## config.mk

```make
export PLATFORM = sky130hd
export DESIGN_NAME = fetch_unit
export DESIGN_NICKNAME = d
export VERILOG_FILES = /design/src/rtl/fetch_unit.sv
export SDC_FILE = /design/constraint.sdc
export NUM_CORES = 1
export LEC_CHECK = 0
export CAP_MARGIN = 20
export CELL_PAD_IN_SITES_DETAIL_PLACEMENT = 1
export CELL_PAD_IN_SITES_GLOBAL_PLACEMENT = 1
export CORE_ASPECT_RATIO = 0.7
export CORE_MARGIN = 3
export CORE_UTILIZATION = 39
export DETAILED_ROUTE_END_ITERATION = 16
export PLACE_DENSITY_LB_ADDON = 0.1
export SLEW_MARGIN = 20
export SYNTH_ARGS = -nofsm -noshare
export SYNTH_HDL_FRONTEND = slang
export SYNTH_SLANG_ARGS = --single-unit
```

## constraint.sdc

```tcl
create_clock -name clk -period 8.8 [get_ports clk]
set_input_delay 2.2 -clock clk [delete_from_list [all_inputs] [get_ports clk]]
set_output_delay 2.2 -clock clk [all_outputs]
set_load 0.05 [all_outputs]
```

## src/rtl/fetch_unit.sv

```systemverilog
// fetch_unit: program counter, instruction-memory address drive and a 2-entry
// {pc, instr} FIFO that feeds decode over a valid/ready handshake. Execute can
// redirect the fetch stream; a misaligned target halts fetching until reset.
module fetch_unit #(
  parameter logic [31:0] RESET_PC = 32'h0000_0000
) (
  input  logic        clk,
  input  logic        rst_n,
  output logic [31:0] imem_addr,
  input  logic [31:0] imem_instr,
  input  logic        redirect_valid,
  input  logic [31:0] redirect_target,
  output logic        if_valid,
  input  logic        if_ready,
  output logic [31:0] if_instr,
  output logic [31:0] if_pc,
  output logic [31:0] if_pc_plus4,
  output logic        fetch_misaligned,
  output logic [31:0] retired_count
);

  typedef enum logic [1:0] {
    BOOT = 2'd0,
    RUN  = 2'd1,
    HALT = 2'd2
  } state_t;

  state_t      state;
  logic [31:0] fetch_pc;

  // Two-slot circular buffer; head points at the oldest entry.
  logic [31:0] buf_pc    [2];
  logic [31:0] buf_instr [2];
  logic        head;
  logic [1:0]  count;
  logic        tail;

  logic        pop;
  logic        push;
  logic        redirect_act;
  logic        redirect_bad;

  // With count in {0,1,2}, head+count modulo 2 is the next free slot; when the
  // buffer is full this is the slot being vacated by a same-cycle pop.
  assign tail         = head ^ count[0];

  assign if_valid     = (count != 2'd0);
  assign pop          = if_valid && if_ready;
  assign redirect_act = redirect_valid && (state != HALT);
  assign redirect_bad = redirect_act && (redirect_target[1:0] != 2'b00);
  assign push         = (state == RUN) && !redirect_valid &&
                        ((count != 2'd2) || pop);

  assign imem_addr    = fetch_pc;
  assign if_pc        = buf_pc[head];
  assign if_instr     = buf_instr[head];
  assign if_pc_plus4  = buf_pc[head] + 32'd4;

  // Control FSM, program counter, occupancy and retirement counter.
  // NOTE: all sequential state uses non-blocking assignments so every register
  // samples pre-edge values regardless of statement order.
  always_ff @(posedge clk) begin
    if (!rst_n) begin
      state            <= BOOT;
      fetch_pc         <= RESET_PC;
      count            <= 2'd0;
      head             <= 1'b0;
      fetch_misaligned <= 1'b0;
      retired_count    <= 32'd0;
    end else begin
      // A handshake completes even in a redirect cycle; HALT never has one.
      if (pop) begin
        retired_count <= retired_count + 32'd1;
      end

      if (redirect_act) begin
        count <= 2'd0;
        head  <= 1'b0;
        if (redirect_bad) begin
          fetch_misaligned <= 1'b1;
          state            <= HALT;
        end else begin
          fetch_pc <= redirect_target;
          state    <= RUN;
        end
      end else begin
        if (state == BOOT) begin
          state <= RUN;
        end
        if (push) begin
          fetch_pc <= fetch_pc + 32'd4;
        end
        count <= count + 2'(push) - 2'(pop);
        head  <= head ^ pop;
      end
    end
  end

  // Buffer payload write at the tail slot.
  // NOTE: the payload array is not reset; count gates validity, so stale
  // contents are never observed and the storage needs no reset wiring.
  always_ff @(posedge clk) begin
    if (rst_n && push) begin
      buf_pc[tail]    <= fetch_pc;
      buf_instr[tail] <= imem_instr;
    end
  end

endmodule

```

* Word-level counts from Yosys, hierarchy flattened
Memories as Yosys holds them, arrays and structs flattened. A register that Yosys moved wholly into a read port is not among the register bits.
Cells that the tools add are included.
** Cells by class
- $add $sub $neg :: 5
- Eq/ne operators :: 4
- Muxes and demuxes :: 10
- Bitwise logic cells :: 3
- Reductions and logical operators :: 16
** Operators by type and width (count)
- 32-bit two-way mux :: 3
- 32-bit by 3-bit adder with 32-bit output (second input constant) :: 2
- 32-bit by 1-bit adder with 32-bit output (second input constant) :: 1
- 2-bit nonzero test :: 4
- 1-bit logical AND :: 6
- 2-bit two-way mux :: 3
- 2-bit != test (second input constant) :: 3
- 1-bit two-way mux :: 4
- 2-bit AND reduction :: 2
- 2-bit by 1-bit adder with 2-bit output :: 1
- 2-bit by 1-bit == test with 1-bit output (second input constant) :: 1
- 2-bit logical NOT :: 1
- 2-bit OR reduction :: 1
- 2-bit by 1-bit subtractor with 2-bit output :: 1
- 1-bit bitwise XOR :: 2
- 1-bit logical NOT :: 1
- 1-bit logical OR :: 1
- 1-bit inverter :: 1
** Word-level totals
- Bits in registers :: 70
- Memory bits (writable) :: 128
- Input bits :: 68
- Output and inout port bits :: 162
- Logic and storage cells :: 46
- Memories :: 2
** Memory list
- buf_instr :: depth 2, bits a word 32, read ports 1, clocked after memory_dff 1, write ports 1, line 33 : logic [31:0] buf_instr [2];
- buf_pc :: depth 2, bits a word 32, read ports 1, clocked after memory_dff 1, write ports 1, line 32 : logic [31:0] buf_pc [2];

* Depth between registers and ports, before layout
Gate-level depths: netlist of run 1.
- Word-level depth :: 7
- Depth in mapped cells :: 13
- Mapped depth without buffers :: 9

* Worst setup path after synthesis of run 1
OpenSTA, ideal clock, no wires.
- Path type :: input -> register
- Start :: input port redirect_valid
- End :: memory buf_instr[0][0] (enable)
- Library setup time :: 0.565 ns
- Arrival :: 7.292 ns
- Data required time :: 8.235 ns
- Slack :: 0.943 ns
- Cell stages on the path :: 5
- Buffers on the path :: 2
- Path through :: buf_2 nor3b_1 nand2_1 clkbuf_1 nor3_1
** Between the ends
- Longest elaborated chain between the ends :: 6
** RTL lines
- start, declared :: line 11 : input logic redirect_valid,
- 1-bit logical NOT :: line 51 : assign push = (state == RUN) && !redirect_valid &&
- 1-bit logical AND (2 in a row) :: line 51
- 1-bit logical AND :: line 103 : if (rst_n && push) begin
- 1-bit two-way mux :: line 103
- 1-bit two-way mux (not written as such) :: line 105 : buf_instr[tail] <= imem_instr;
- end, declared :: line 33
Every way passes these cells.

==> qor.txt, run 1 <==
status = complete, no violations
first-pass GRT wire length = 42.7 mm
CTS hold repair buffers = 0
clk buf depth = 2
PnR worst setup slack = 2.32 ns
n_diodes = 0
nets = 1,054
clk sinks = 198
DR vias = 7,003
Tcrit/Tclk final = 73.6%
Most Frequent Cell on Critical Path = nand2_1
vias in the first global route = 7,193
Num CTS Buffers = 17
Leakage = 0.00412 uW
Post-Syn Area = 0.00911 mm2
I/O pins = 230
unrepaired setup endpoints after global routing = false
Final Critical Period = 6.48 ns
synth unique cells = 79
Crit-path slowest cell = clkdlybuf4s50_1
Post-Syn Nets = 835
post-synth top area cell = edfxtp_1
dpl cell area = 0.0117 mm2
Seq cells post-synth = 198
final instance area = 0.0122 mm2
Fmax = 154 MHz
post-CTS resize count = 0
initial core utilization = 40.0%
clock slew at reported path FFs = 0.07 ns
CP max stage delay = 0.83 ns
ys async rst share = 0%
detailed placement HPWL = 19.5 mm
clk_lat worst skew = 0.44 ns
initial antenna violation count = 2
DR DRC count = 0
Mapped Cells = 763
worst path bufs/invs = 2
share of cells above drive strength 1 = 11.5%
RePlAce Congestion = 0.801
max cap viols = 0
share of the synthesized area in the top cell type = 42.2%
Final Hold Vio Count = 0
Setup crit start kind = flop
grt ovf = 0
cell chain of the critical path = buf_4 -> nand2_1 -> nand2_1 -> ha_1 -> and2_0 -> nand4_4 -> a2111oi_2 -> xnor2_1 -> clkdlybuf4s50_1
Crit Path Class = reg2out
worst hold path type = reg2reg
Synth-to-Final Area Change = 34.4%
number of synthesized flops with an enable pin = 128
Worst EP arrival = 4.28 ns
warnings from Yosys = 0
worst clock skew = 0.0111 ns
Detailed Route Iter0 Violations = 471
post-CTS setup buffers = 0
Die W = 189 um
Die Height = 134 um
VDD IR-drop max = 0.000140 V
setup slack at placement = 2.75 ns
critical path data required time = 6.60 ns
drt pass-1 iters = 5
Power Density = 163 mW/mm2
clock root cell = clkbuf_16
PortBufs = 229
Die Area = 0.0253 mm2
Tot GR Track Use = 21.8%
Slew @ Worst Pin = 0.921 ns
Final Hold Slack = 0.472 ns
Wirelength per Cell = 21.1 um
reg2reg setup slack = 5.85 ns
CP endpoint kind = primary output
DR vias/cell = 5.36
aggregate routed wire length = 27.5 mm
Synth Area per Inst = 11.9 um2
setup TNS = 0 ns
Synth Flop Type = edfxtp_1
Worst slew margin = 38.6%
CTS tree = yes
Routed Antenna Nets = 0
Slew Limit Fails = 0
Std-Cell Rows = 46
Fill cells = 2,376
Synth area leaders = edfxtp_1 42%, dfxtp_1 15%, mux2_2 5.8%
Core Region = 0.0228 mm2
htree depth = 4
sequential area share after synthesis = 57.6%
pin count of the biggest net entering global routing = 65
endpoints failing setup = 0
Top delay family on crit path = buffers and inverters
crit-path max FO = 49
==> worst paths after layout <==
kind	depth (start not counted)	endpoint	startpoint
max	9	if_pc_plus4[28]	head
min	2	fetch_misaligned	fetch_misaligned
max reg2reg	4	buf_pc[1][17]	state[0]
min reg2reg	2	fetch_misaligned	fetch_misaligned
==> power breakdown <==
group | leakage [uW] | total [uW] | internal [uW] | switching, uW
clock network | 0.000258 | 759 | 396 | 363
registers | 0.00176 | 1020 | 1000 | 23.9
logic | 0.00210 | 217 | 83.6 | 133
total | 0.00412 | 2000 | 1480 | 520
==> worst reg2reg max path: stages, from the launching register on <==
cell and delay, ns:
dfxtp_1 0.40, or3b_1 0.46, nor2_1 0.64, and3_2 0.32
buf_4 0.67
==> Yosys cell counts, types with 4 or more instances <==
master,count
a211oi_1,8
and2_1,4
ha_1,4
nand4_4,4
nor3_1,19
nor4_1,10
and4_1,11
buf_4,4
a31oi_1,14
o22ai_1,4
mux2_2,47
nor2_1,52
a21o_1,4
nand4_1,15
nand2b_1,11
dfxtp_1,70
a21oi_1,17
or3_1,5
a311oi_1,4
edfxtp_1,128
and3_1,15
clkbuf_1,19
nand3b_1,4
xnor2_1,29
buf_2,12
o21ai_0,15
nand3_1,35
mux2i_1,20
nand2_1,65
xor2_1,22
inv_1,18
==> cell usage in the layout, fill, tap and decap left out, types with 4 or more instances in the layout <==
cell type,count
clkdlybuf4s50_1,229
edfxtp_1,128
dfxtp_1,69
nand2_1,65
nor2_1,51
mux2_2,47
nand3_1,35
xnor2_1,29
xor2_1,22
mux2i_1,20
inv_1,18
nor3_1,18
a21oi_1,17
clkbuf_16,17
o21ai_0,15
nand4_1,15
a31oi_1,14
and3_1,14
and4_1,11
nand2b_1,11
nor4_1,10
a211oi_1,8
buf_4,7
or3_1,5
o22ai_1,4
a21o_1,4
a311oi_1,4
nor3_2,4
nand3b_1,4
and2_1,4
nand4_4,4
ha_1,4
inv_6,4
clkinvlp_4,4
==> cell type report <==
class / count / area [um2] / area share, %
timing repair buffer: 237 / 2350 / 19.2
clock buffer: 20 / 437 / 3.57
multi-input combinational: 509 / 3620 / 29.6
tap: 312 / 390 / 3.19
inverter: 19 / 71.3 / 0.583
clock inverter: 11 / 118 / 0.961
sequential: 198 / 5250 / 42.9
==> cell families (layout without fill, tap and decap cells) <==
| group | count (synthesis) | in the layout | share of synthesized area [%] |
|---|---|---|---|
| xor+xnor | 51 | 51 | 4.90 |
| compound gates | 102 | 102 | 8.16 |
| simple gates | 284 | 284 | 17.9 |
| buf+inv | 56 | 287 | 2.72 |
| flops | 198 | 198 | 57.6 |
| fa+ha+maj | 4 | 4 | 0.550 |
| mux | 68 | 68 | 8.13 |
==> layer usage <==
layer	track usage [%]	wire [um]	up-vias
met2	32.6	12200	203
met1	31.9	13200	3468
li1	-	-	3303
met3	6.01	1850	25
met5	0	23	-
met4	4.71	266	4
==> sequential cells by signal, indices dropped and copies added, names as in the netlist <==
register,flops
fetch_misaligned,1
buf_pc,64
state,2
buf_instr,64
count,2
retired_count,32
head,1
imem_addr,32
==> through the flow <==
step	cells	total power [uW]	util [%]
after floorplan	763	1160	-
after global placement	1274	1260	51.2
after detailed placement	1274	1260	51.2
after CTS	1305	2020	53.7
after global routing	1306	2080	53.7
final	1306	2000	53.7
(Power assumes the default switching activity.)
==> run 2: changes to the inputs <==
--- a/config.mk
+++ b/config.mk
@@ -10,7 +10,7 @@
 export CELL_PAD_IN_SITES_GLOBAL_PLACEMENT = 1
 export CORE_ASPECT_RATIO = 0.7
 export CORE_MARGIN = 3
-export CORE_UTILIZATION = 39
+export CORE_UTILIZATION = 35
 export DETAILED_ROUTE_END_ITERATION = 16
 export PLACE_DENSITY_LB_ADDON = 0.1
 export SLEW_MARGIN = 20
==> constraint.sdc (replaced) <==
create_clock -name clk -period 5.9 [get_ports clk]
set_input_delay 1.475 -clock clk [delete_from_list [all_inputs] [get_ports clk]]
set_output_delay 1.475 -clock clk [all_outputs]
set_load 0.05 [all_outputs]
==> qor.txt, run 2 (synthesis results as in run 1) <==
htree depth = 4
post-CTS resize count = 0
pin count of the biggest net entering global routing = 65
PortBufs = 229
share of cells above drive strength 1 = 11.6%
Die Height = 141 um
unrepaired setup endpoints after global routing = false
Crit Path Class = reg2out
first-pass GRT wire length = 42.3 mm
clock slew at reported path FFs = 0.07 ns
commonest non-fill, non-tap cell in the layout = clkdlybuf4s50_1
clk_lat worst skew = 0.44 ns
DR DRC count = 0
Setup crit start kind = flop
critical path data required time = 4.43 ns
Tot Pwr = 3000 uW
Final Critical Period = 5.18 ns
final instance area = 0.0123 mm2
most frequent cells in the layout = 229 x clkdlybuf4s50_1, 128 x edfxtp_1, 69 x dfxtp_1, 65 x nand2_1, 52 x nor2_1
Worst slew margin = 45.9%
Slew @ Worst Pin = 0.804 ns
clk sinks = 198
r2r worst-path depth = 6
initial antenna violation count = 1
Tot GR Track Use = 19.6%
hold depth = 2
Register Area = 0.00525 mm2
Top delay family on crit path = simple AND/OR/NAND/NOR gates
Tcrit/Tclk final = 87.8%
Top Registers = buf_instr: 64 flops, buf_pc: 64 flops
nets = 1,056
Layout Cells excl Fill = 1,322
initial core utilization = 36.3%
max cap viols = 0
aggregate routed wire length = 27.6 mm
Fill cells = 2,646
n_diodes = 0
Routed Antenna Nets = 0
DR vias = 6,939
DR vias/cell = 5.25
clk buf depth = 2
dpl cell area = 0.0117 mm2
Fmax = 193 MHz
CP max stage delay = 0.83 ns
Die Area = 0.0280 mm2
drt pass-1 iters = 6
Num CTS Buffers = 17
Crit-path slowest cell = clkdlybuf4s50_1
cell chain of the critical path = nand2_1 -> nand2_1 -> ha_1 -> and2_0 -> nand4_4 -> a2111oi_2 -> xnor2_1 -> clkdlybuf4s50_1
clock root cell = clkbuf_16
Final Hold Slack = 0.475 ns
Leakage = 0.00415 uW
I/O pins = 230
worst hold path type = reg2reg
Detailed Route Iter0 Violations = 326
post-CTS setup buffers = 0
CTS hold repair buffers = 0
worst clock skew = 0.00937 ns
Most Frequent Cell on Critical Path = nand2_1
crit-path max FO = 49
Die W = 199 um
Levels on crit path = 8
Worst EP arrival = 3.71 ns
endpoints failing setup = 0
placed insts = 1,290
status = complete, no violations
RePlAce Congestion = 0.787
grt ovf = 0
setup TNS = 0 ns
area taken by multi-input logic gates = 0.00363 mm2
Wirelength per Cell = 20.9 um
Slew Limit Fails = 0
Core Region = 0.0251 mm2
worst path bufs/invs = 1
vias in the first global route = 7,018
Synth-to-Final Area Change = 35.2%
detailed placement HPWL = 19.9 mm
VDD IR-drop max = 0.000204 V
Std-Cell Rows = 48
Final Hold Vio Count = 0
Power Density = 244 mW/mm2
CTS tree = yes
CP endpoint kind = primary output
[run 2: metrics by stage]
| step | util, % | setup slack (ns) |
|---|---|---|
| global route | 49.0 | 0.429 |
| detailed placement | 46.8 | 1.11 |
| global placement | 46.8 | 1.20 |
| CTS | 49.0 | 0.627 |
| finish | 49.0 | 0.718 |
| floorplan | - | 0.0546 |
[run 2: power breakdown]
part / internal, uW / total (uW) / switching (uW)
clock network: 593 / 1150 / 555
logic: 126 / 326 / 200
registers: 1490 / 1530 / 36.0
[run 2: routing by layer]
layer	global-route usage (%)	vias to the layer above	wire length (um)
met5	0	-	13
met4	3.51	2	174
met3	4.71	15	1730
met2	29.1	175	12000
met1	29.4	3441	13700
li1	-	3306	-
[run 2: worst reg2reg max path, cell delays in order (launching register included)]
cell      delay [ns]
dfxtp_1         0.65
ha_1            0.39
nand4_4         0.19
nor4_4          0.58
nand2_1         0.23
o311ai_0        0.37
a21oi_1         0.12
[run 2: final timing paths]
path | from | to | slack [ns]
worst max register to register | imem_addr[2] | imem_addr[24] | 3.25
worst min-delay path | fetch_misaligned | fetch_misaligned | 0.47
worst max-delay path | head | if_pc_plus4[28] | 0.72
worst min register to register | fetch_misaligned | fetch_misaligned | 0.47
[run 2: area by class of cell]
cell class / instances / share of cell area, %
multi-input combinational: 509 / 29.5
inverter: 19 / 0.579
clock inverter: 15 / 1.13
clock buffer: 17 / 3.46
tap: 325 / 3.30
timing repair buffer: 239 / 19.4
sequential: 198 / 42.6
